===== src/rtl/drum_column_sequencer.sv =====
// Column memory and row sequencer for the drum node datapath: holds curr/prev
// amplitudes for one column and walks rows each sample tick, writing back the time step.
module drum_column_sequencer #(
    parameter int N_ROWS     = 30,
    parameter int ADDR_W     = 5,
    parameter int CENTER_ROW = 15
) (
    input  logic              clk,
    input  logic              reset,
    input  logic              start,
    input  logic              init_we,
    input  logic [ADDR_W-1:0] init_addr,
    input  logic [17:0]       init_data,
    output logic [17:0]       node_curr,
    output logic [17:0]       node_prev,
    output logic [17:0]       node_up,
    output logic [17:0]       node_down,
    input  logic [17:0]       node_next,
    output logic [17:0]       row_curr,
    output logic [ADDR_W-1:0] row_idx,
    output logic              row_valid,
    output logic              busy,
    output logic              done,
    output logic [17:0]       center_out
);

    typedef enum logic [2:0] {
        S_CLEAR, S_IDLE, S_P_RD, S_P_LD, S_RD, S_CALC, S_WR
    } state_t;

    localparam int                DEPTH     = 1 << ADDR_W;
    localparam logic [ADDR_W-1:0] LAST_ROW  = ADDR_W'(N_ROWS - 1);
    localparam logic [ADDR_W-1:0] CTR_ROW   = ADDR_W'(CENTER_ROW);
    localparam logic [ADDR_W:0]   ROW_LIMIT = (ADDR_W + 1)'(N_ROWS);

    logic [17:0] curr_mem [DEPTH];
    logic [17:0] prev_mem [DEPTH];

    state_t            state_q, state_d;
    logic [ADDR_W-1:0] row_q, row_d;
    logic [17:0]       up_q, up_d, cur_q, cur_d, down_q, down_d, prev_q, prev_d;
    logic [17:0]       next_q, next_d, center_q, center_d;
    logic              done_q, done_d;

    logic              mem_we, curr_re, prev_re;
    logic [ADDR_W-1:0] mem_waddr, curr_raddr, prev_raddr;
    logic [17:0]       curr_wdata, prev_wdata, curr_rd_q, prev_rd_q;
    logic              is_last;
    logic [17:0]       down_sel;

    assign is_last  = (row_q == LAST_ROW);
    assign down_sel = is_last ? '0 : curr_rd_q;

    always_comb begin
        state_d    = state_q;
        row_d      = row_q;
        up_d       = up_q;
        cur_d      = cur_q;
        down_d     = down_q;
        prev_d     = prev_q;
        next_d     = next_q;
        center_d   = center_q;
        done_d     = 1'b0;
        mem_we     = 1'b0;
        mem_waddr  = row_q;
        curr_wdata = '0;
        prev_wdata = '0;
        curr_re    = 1'b0;
        curr_raddr = row_q + ADDR_W'(1);
        prev_re    = 1'b0;
        prev_raddr = row_q;
        case (state_q)
            S_CLEAR: begin
                mem_we = 1'b1;
                if (is_last) begin
                    row_d   = '0;
                    state_d = S_IDLE;
                end else begin
                    row_d = row_q + ADDR_W'(1);
                end
            end
            S_IDLE: begin
                // Init write lands before a same-cycle start is acted on.
                if (init_we && ({1'b0, init_addr} < ROW_LIMIT)) begin
                    mem_we     = 1'b1;
                    mem_waddr  = init_addr;
                    curr_wdata = init_data;
                    prev_wdata = init_data;
                end
                if (start) state_d = S_P_RD;
            end
            S_P_RD: begin
                curr_re    = 1'b1;
                curr_raddr = '0;
                state_d    = S_P_LD;
            end
            S_P_LD: begin
                cur_d   = curr_rd_q;
                up_d    = '0;
                row_d   = '0;
                state_d = S_RD;
            end
            S_RD: begin
                curr_re = !is_last;
                prev_re = 1'b1;
                state_d = S_CALC;
            end
            S_CALC: begin
                down_d  = down_sel;
                prev_d  = prev_rd_q;
                next_d  = node_next;
                state_d = S_WR;
            end
            S_WR: begin
                mem_we     = 1'b1;
                curr_wdata = next_q;
                prev_wdata = cur_q;
                up_d       = cur_q;
                cur_d      = down_q;
                if (row_q == CTR_ROW) center_d = next_q;
                if (is_last) begin
                    row_d   = '0;
                    done_d  = 1'b1;
                    state_d = S_IDLE;
                end else begin
                    row_d   = row_q + ADDR_W'(1);
                    state_d = S_RD;
                end
            end
            default: state_d = S_CLEAR;
        endcase
    end

    always_ff @(posedge clk or negedge reset) begin
        if (!reset) begin
            state_q  <= S_CLEAR;
            row_q    <= '0;
            up_q     <= '0;
            cur_q    <= '0;
            down_q   <= '0;
            prev_q   <= '0;
            next_q   <= '0;
            center_q <= '0;
            done_q   <= 1'b0;
        end else begin
            state_q  <= state_d;
            row_q    <= row_d;
            up_q     <= up_d;
            cur_q    <= cur_d;
            down_q   <= down_d;
            prev_q   <= prev_d;
            next_q   <= next_d;
            center_q <= center_d;
            done_q   <= done_d;
        end
    end

    // Plain RAMs: no reset, synchronous one-cycle read.
    always_ff @(posedge clk) begin
        if (mem_we) begin
            curr_mem[mem_waddr] <= curr_wdata;
            prev_mem[mem_waddr] <= prev_wdata;
        end
        if (curr_re) curr_rd_q <= curr_mem[curr_raddr];
        if (prev_re) prev_rd_q <= prev_mem[prev_raddr];
    end

    assign node_curr  = cur_q;
    assign row_curr   = cur_q;
    assign node_up    = up_q;
    assign node_down  = (state_q == S_CALC) ? down_sel : down_q;
    assign node_prev  = (state_q == S_CALC) ? prev_rd_q : prev_q;
    assign row_idx    = row_q;
    assign row_valid  = (state_q == S_CALC);
    assign busy       = (state_q != S_IDLE);
    assign done       = done_q;
    assign center_out = center_q;

endmodule


===== config.mk =====
export PLATFORM = sky130hd
export DESIGN_NAME = drum_column_sequencer
export DESIGN_NICKNAME = d
export VERILOG_FILES = /design/src/rtl/drum_column_sequencer.sv
export SDC_FILE = /design/constraint.sdc
export NUM_CORES = 2
export LEC_CHECK = 0
export CAP_MARGIN = 10
export CELL_PAD_IN_SITES_DETAIL_PLACEMENT = 0
export CELL_PAD_IN_SITES_GLOBAL_PLACEMENT = 2
export CORE_ASPECT_RATIO = 1.2
export CORE_UTILIZATION = 47
export DETAILED_ROUTE_END_ITERATION = 8
export PLACE_DENSITY = 0.86
export SYNTH_ARGS = -nofsm -noshare
export SYNTH_HDL_FRONTEND = slang
export SYNTH_SLANG_ARGS = --single-unit

===== constraint.sdc =====
create_clock -name clk -period 5.2 [get_ports clk]
set_clock_uncertainty 0.2 [all_clocks]
set_input_delay 0.78 -clock clk [delete_from_list [all_inputs] [get_ports clk]]
set_output_delay 0.78 -clock clk [all_outputs]
set_load 0.005 [all_outputs]

==> qor_table.md <==
| Result | This run |
|:---|:---|
| CTS clock-pin slew for the worst setup and hold paths | 0.06 ns |
| Most used DFF post-synth | sky130_fd_sc_hd__edfxtp_1 |
| Cell family with most CP delay | buffers and inverters |
| Leakage power | 0.0192 µW |
| Proportion of netlist area held by the largest area contributor | 0.694 |
| Worst Setup Start Kind | flip-flop |
| Count of buffering cells on the critical path with inverters included | 3 |
| Fmax | 211 MHz |
| Slew Limit Fails | 0 |
| Area Overhead vs Synth | 15.9% |
| TritonCTS clock tree | built |
| Synthesized instance count | 2,773 |
| Biggest cell delay along the critical path | 0.67 ns |
| Routed Antenna Nets | 0 |
| Mean cell area of the mapped netlist | 18.5 µm² |
| DP Worst Slack | 0.785 ns |
| Core box area | 108,000 µm² |
| Critical path class | flip-flop to output port |
| Critical Path End Type | output port |
| Depth of the CTS H-tree | 3 |
| Slew at the pin closest to its max-slew limit | 1.08 ns |
| Total via count in the routed design | 28,500 |
| Clock buffer depth | 3 |
| Number of placement rows | 132 |
| Post-route worst setup slack | 0.464 ns |
| Setup Viol. Count Final | 0 |
| Residual overflow from global routing | 0 |
| Pin count of the biggest net entering global routing | 163 |
| Yosys cell types | 57 |
| Cell type contributing the most total cell area after synthesis | sky130_fd_sc_hd__edfxtp_1 |
| Most frequent cell after synthesis | sky130_fd_sc_hd__edfxtp_1 |
| Maximum net fanout on the critical path | 34 |
| Worst endpoint data arrival time | 3.76 ns |
| Final-layout setup total negative slack | 0 ns |
| Netlist area before placement | 51,400 µm² |
| Number of clock buffers inserted by TritonCTS | 119 |
| Number of global-route vias before repair | 28,800 |
| Status | finished clean |
| Number of antenna violations at the first check in global routing | 5 |
| Largest vdd supply drop | 0.000291 V |
| Final net count | 3,015 |
| Avg WL per Cell | 30.9 µm |
| PortBufs | 160 |
| Number of flops mapped to enable cells by yosys | 1,188 |
| Latest clock arrival within the worst-skew pair | 0.72 ns |
| Cell chain of the critical path | inv_1 > nor2_1 > nand2_4 > nor2_2 > buf_4 > a22o_1 > clkdlybuf4s50_1 |
| CTS Root Cell | sky130_fd_sc_hd__clkbuf_16 |
| Power Density | 346 nW/µm² |
| Global-route wire length before repair | 200 mm |
| Post-synth ARST share | 0.0897 |
| Required time reported for the critical path endpoint | 4.22 ns |
| Number of setup buffers added after CTS | 0 |
| Syn_nets | 2,821 |
| Classification of the worst-slack hold path | flip-flop to flip-flop |
| Initial cell density of the core | 0.475 |
| Die Area | 111,000 µm² |
| Die Y-Extent | 364 µm |
| Number of fill cells | 8,004 |
| Post-cts hold buffer count | 1 |
| Horiz. Die Dim | 304 µm |
| Post-CTS resize count | 0 |
| Final count of hold timing violations | 0 |
| Via/cell ratio | 6.36 |
| Final clock period utilization by the worst path | 0.911 |
| First-pass iteration count of the detailed router | 6 |
| Rel. slew slack | 0.278 |
| Cell with the largest stage delay on the worst path | sky130_fd_sc_hd__dfrtp_1 |
| Max-cap violations | 0 |
| Fraction of layout cells with a size suffix above 1 | 0.233 |
| Dominant cells by area after synthesis | sky130_fd_sc_hd__edfxtp_1 69%, sky130_fd_sc_hd__mux4_2 8.1%, sky130_fd_sc_hd__dfrtp_1 5.7%, sky130_fd_sc_hd__mux2_2 3.5%, sky130_fd_sc_hd__o21ai_0 1.5% |
| Most frequent cells after synthesis | 1,188 x sky130_fd_sc_hd__edfxtp_1, 184 x sky130_fd_sc_hd__mux4_2, 162 x sky130_fd_sc_hd__mux2_2 |
| Post-layout total power | 20,600 µW |
| YS warnings | 0 |
| WL final | 138 mm |
| Violation count after the first detailed-routing iteration | 3,346 |
| Setup repair after global routing missed its margin | false |
| Worst-case hold slack | 0.295 ns |
| Post-detailed-placement half-perimeter wirelength | 80.7 mm |
| Seq/Total Area, Yosys | 0.751 |
| Top-level I/O count | 161 |
| Routability-driven placement congestion ratio | 0.836 |
| Seq cells post-synth | 1,305 |
| GRT Resource Usage Total | 0.249 |
| DRC Markers | 0 |
| Sinks on Clock Net | 1,305 |
| Clock period minus final worst setup slack | 4.74 ns |
-- sequential cells by signal, summed over array words and instances, names as in the netlist, 3 cells and up --
register and flops:
curr_mem 576, node_curr 18, prev_mem 576, next_q 18, center_out 18, row_idx 5, node_up 18, curr_rd_q 18
prev_q 18, down_q 18, state_q 3, prev_rd_q 18
-- through the flow --
stage / area [µm²] / instances / utilization
6_report: 59600 / 4479 / 0.551
5_1_grt: 59600 / 4477 / 0.551
4_1_cts: 59600 / 4477 / 0.551
3_5_place_dp: 55400 / 4252 / 0.512
3_3_place_gp: 55400 / 4251 / 0.512
2_1_floorplan: 51400 / 2773 / -
-- metal layers --
layer / up-vias / track usage / share of wire
li1: 11800 / - / -
met1: 15000 / 0.328 / 0.38
met2: 1473 / 0.416 / 0.50
met3: 251 / 0.0387 / 0.084
met4: 0 / 0.100 / 0.037
met5: - / 0 / 0
-- area by class of cell --
class / instances / area, µm² / share of cell area
inverters: 9 / 33.8 / 0.000567
clock inverters: 72 / 880 / 0.0148
multi-input cells: 1250 / 12100 / 0.203
repair buffers: 282 / 2920 / 0.0489
flip-flops and latches: 1305 / 38600 / 0.648
well taps: 1407 / 1760 / 0.0295
clock buffers: 152 / 3280 / 0.0550
diodes: 2 / 5.00 / 0.0000840
-- power breakdown --
part	switching (µW)	leakage [µW]	internal, µW
logic	46.8	0.00475	56.6
registers	15.6	0.0124	11300
clock network	3870	0.00200	5360
total	3930	0.0192	16700
-- final timing paths --
path                               from       endpoint  slack (ns)  cells past startpoint
min                        prev_rd_q[5]      prev_q[5]        0.30                      1
min reg2reg                prev_rd_q[5]      prev_q[5]        0.30                      1
max in group asynchronous         reset   node_curr[2]        3.18                      3
max                          state_q[2]   node_down[8]        0.46                      7
min in group asynchronous         reset      down_q[8]        0.51                      2
max reg2reg                  row_idx[1]  curr_rd_q[11]        1.07                      7
-- placed cells by master, fill, tap and decap left out, drive strengths merged, types with 10 or more instances in the layout --
cell type / count
clkinv: 38
nor3: 10
nand2: 30
clkinvlp: 12
mux2i: 70
buf: 122
bufinv: 18
o22ai: 90
and3: 34
nor2: 68
inv: 13
mux2: 162
clkdlybuf4s50: 159
dfrtp: 117
a21oi: 142
o21ai: 160
clkbuf: 152
or3: 65
a221oi: 33
a22o: 75
edfxtp: 1188
mux4: 184
a221o: 32
nor4: 14
-- logic make-up after synthesis --
kind of cell	count (synthesis)	share of synthesized area
flops	1305	0.751
compound gates	583	0.0733
mux	416	0.130
xor+xnor	3	0.000511
fa+ha+maj	3	0.000730
simple gates	245	0.0249
buf+inv	218	0.0200
No activity file was read; power rests on OpenSTA's default activity.
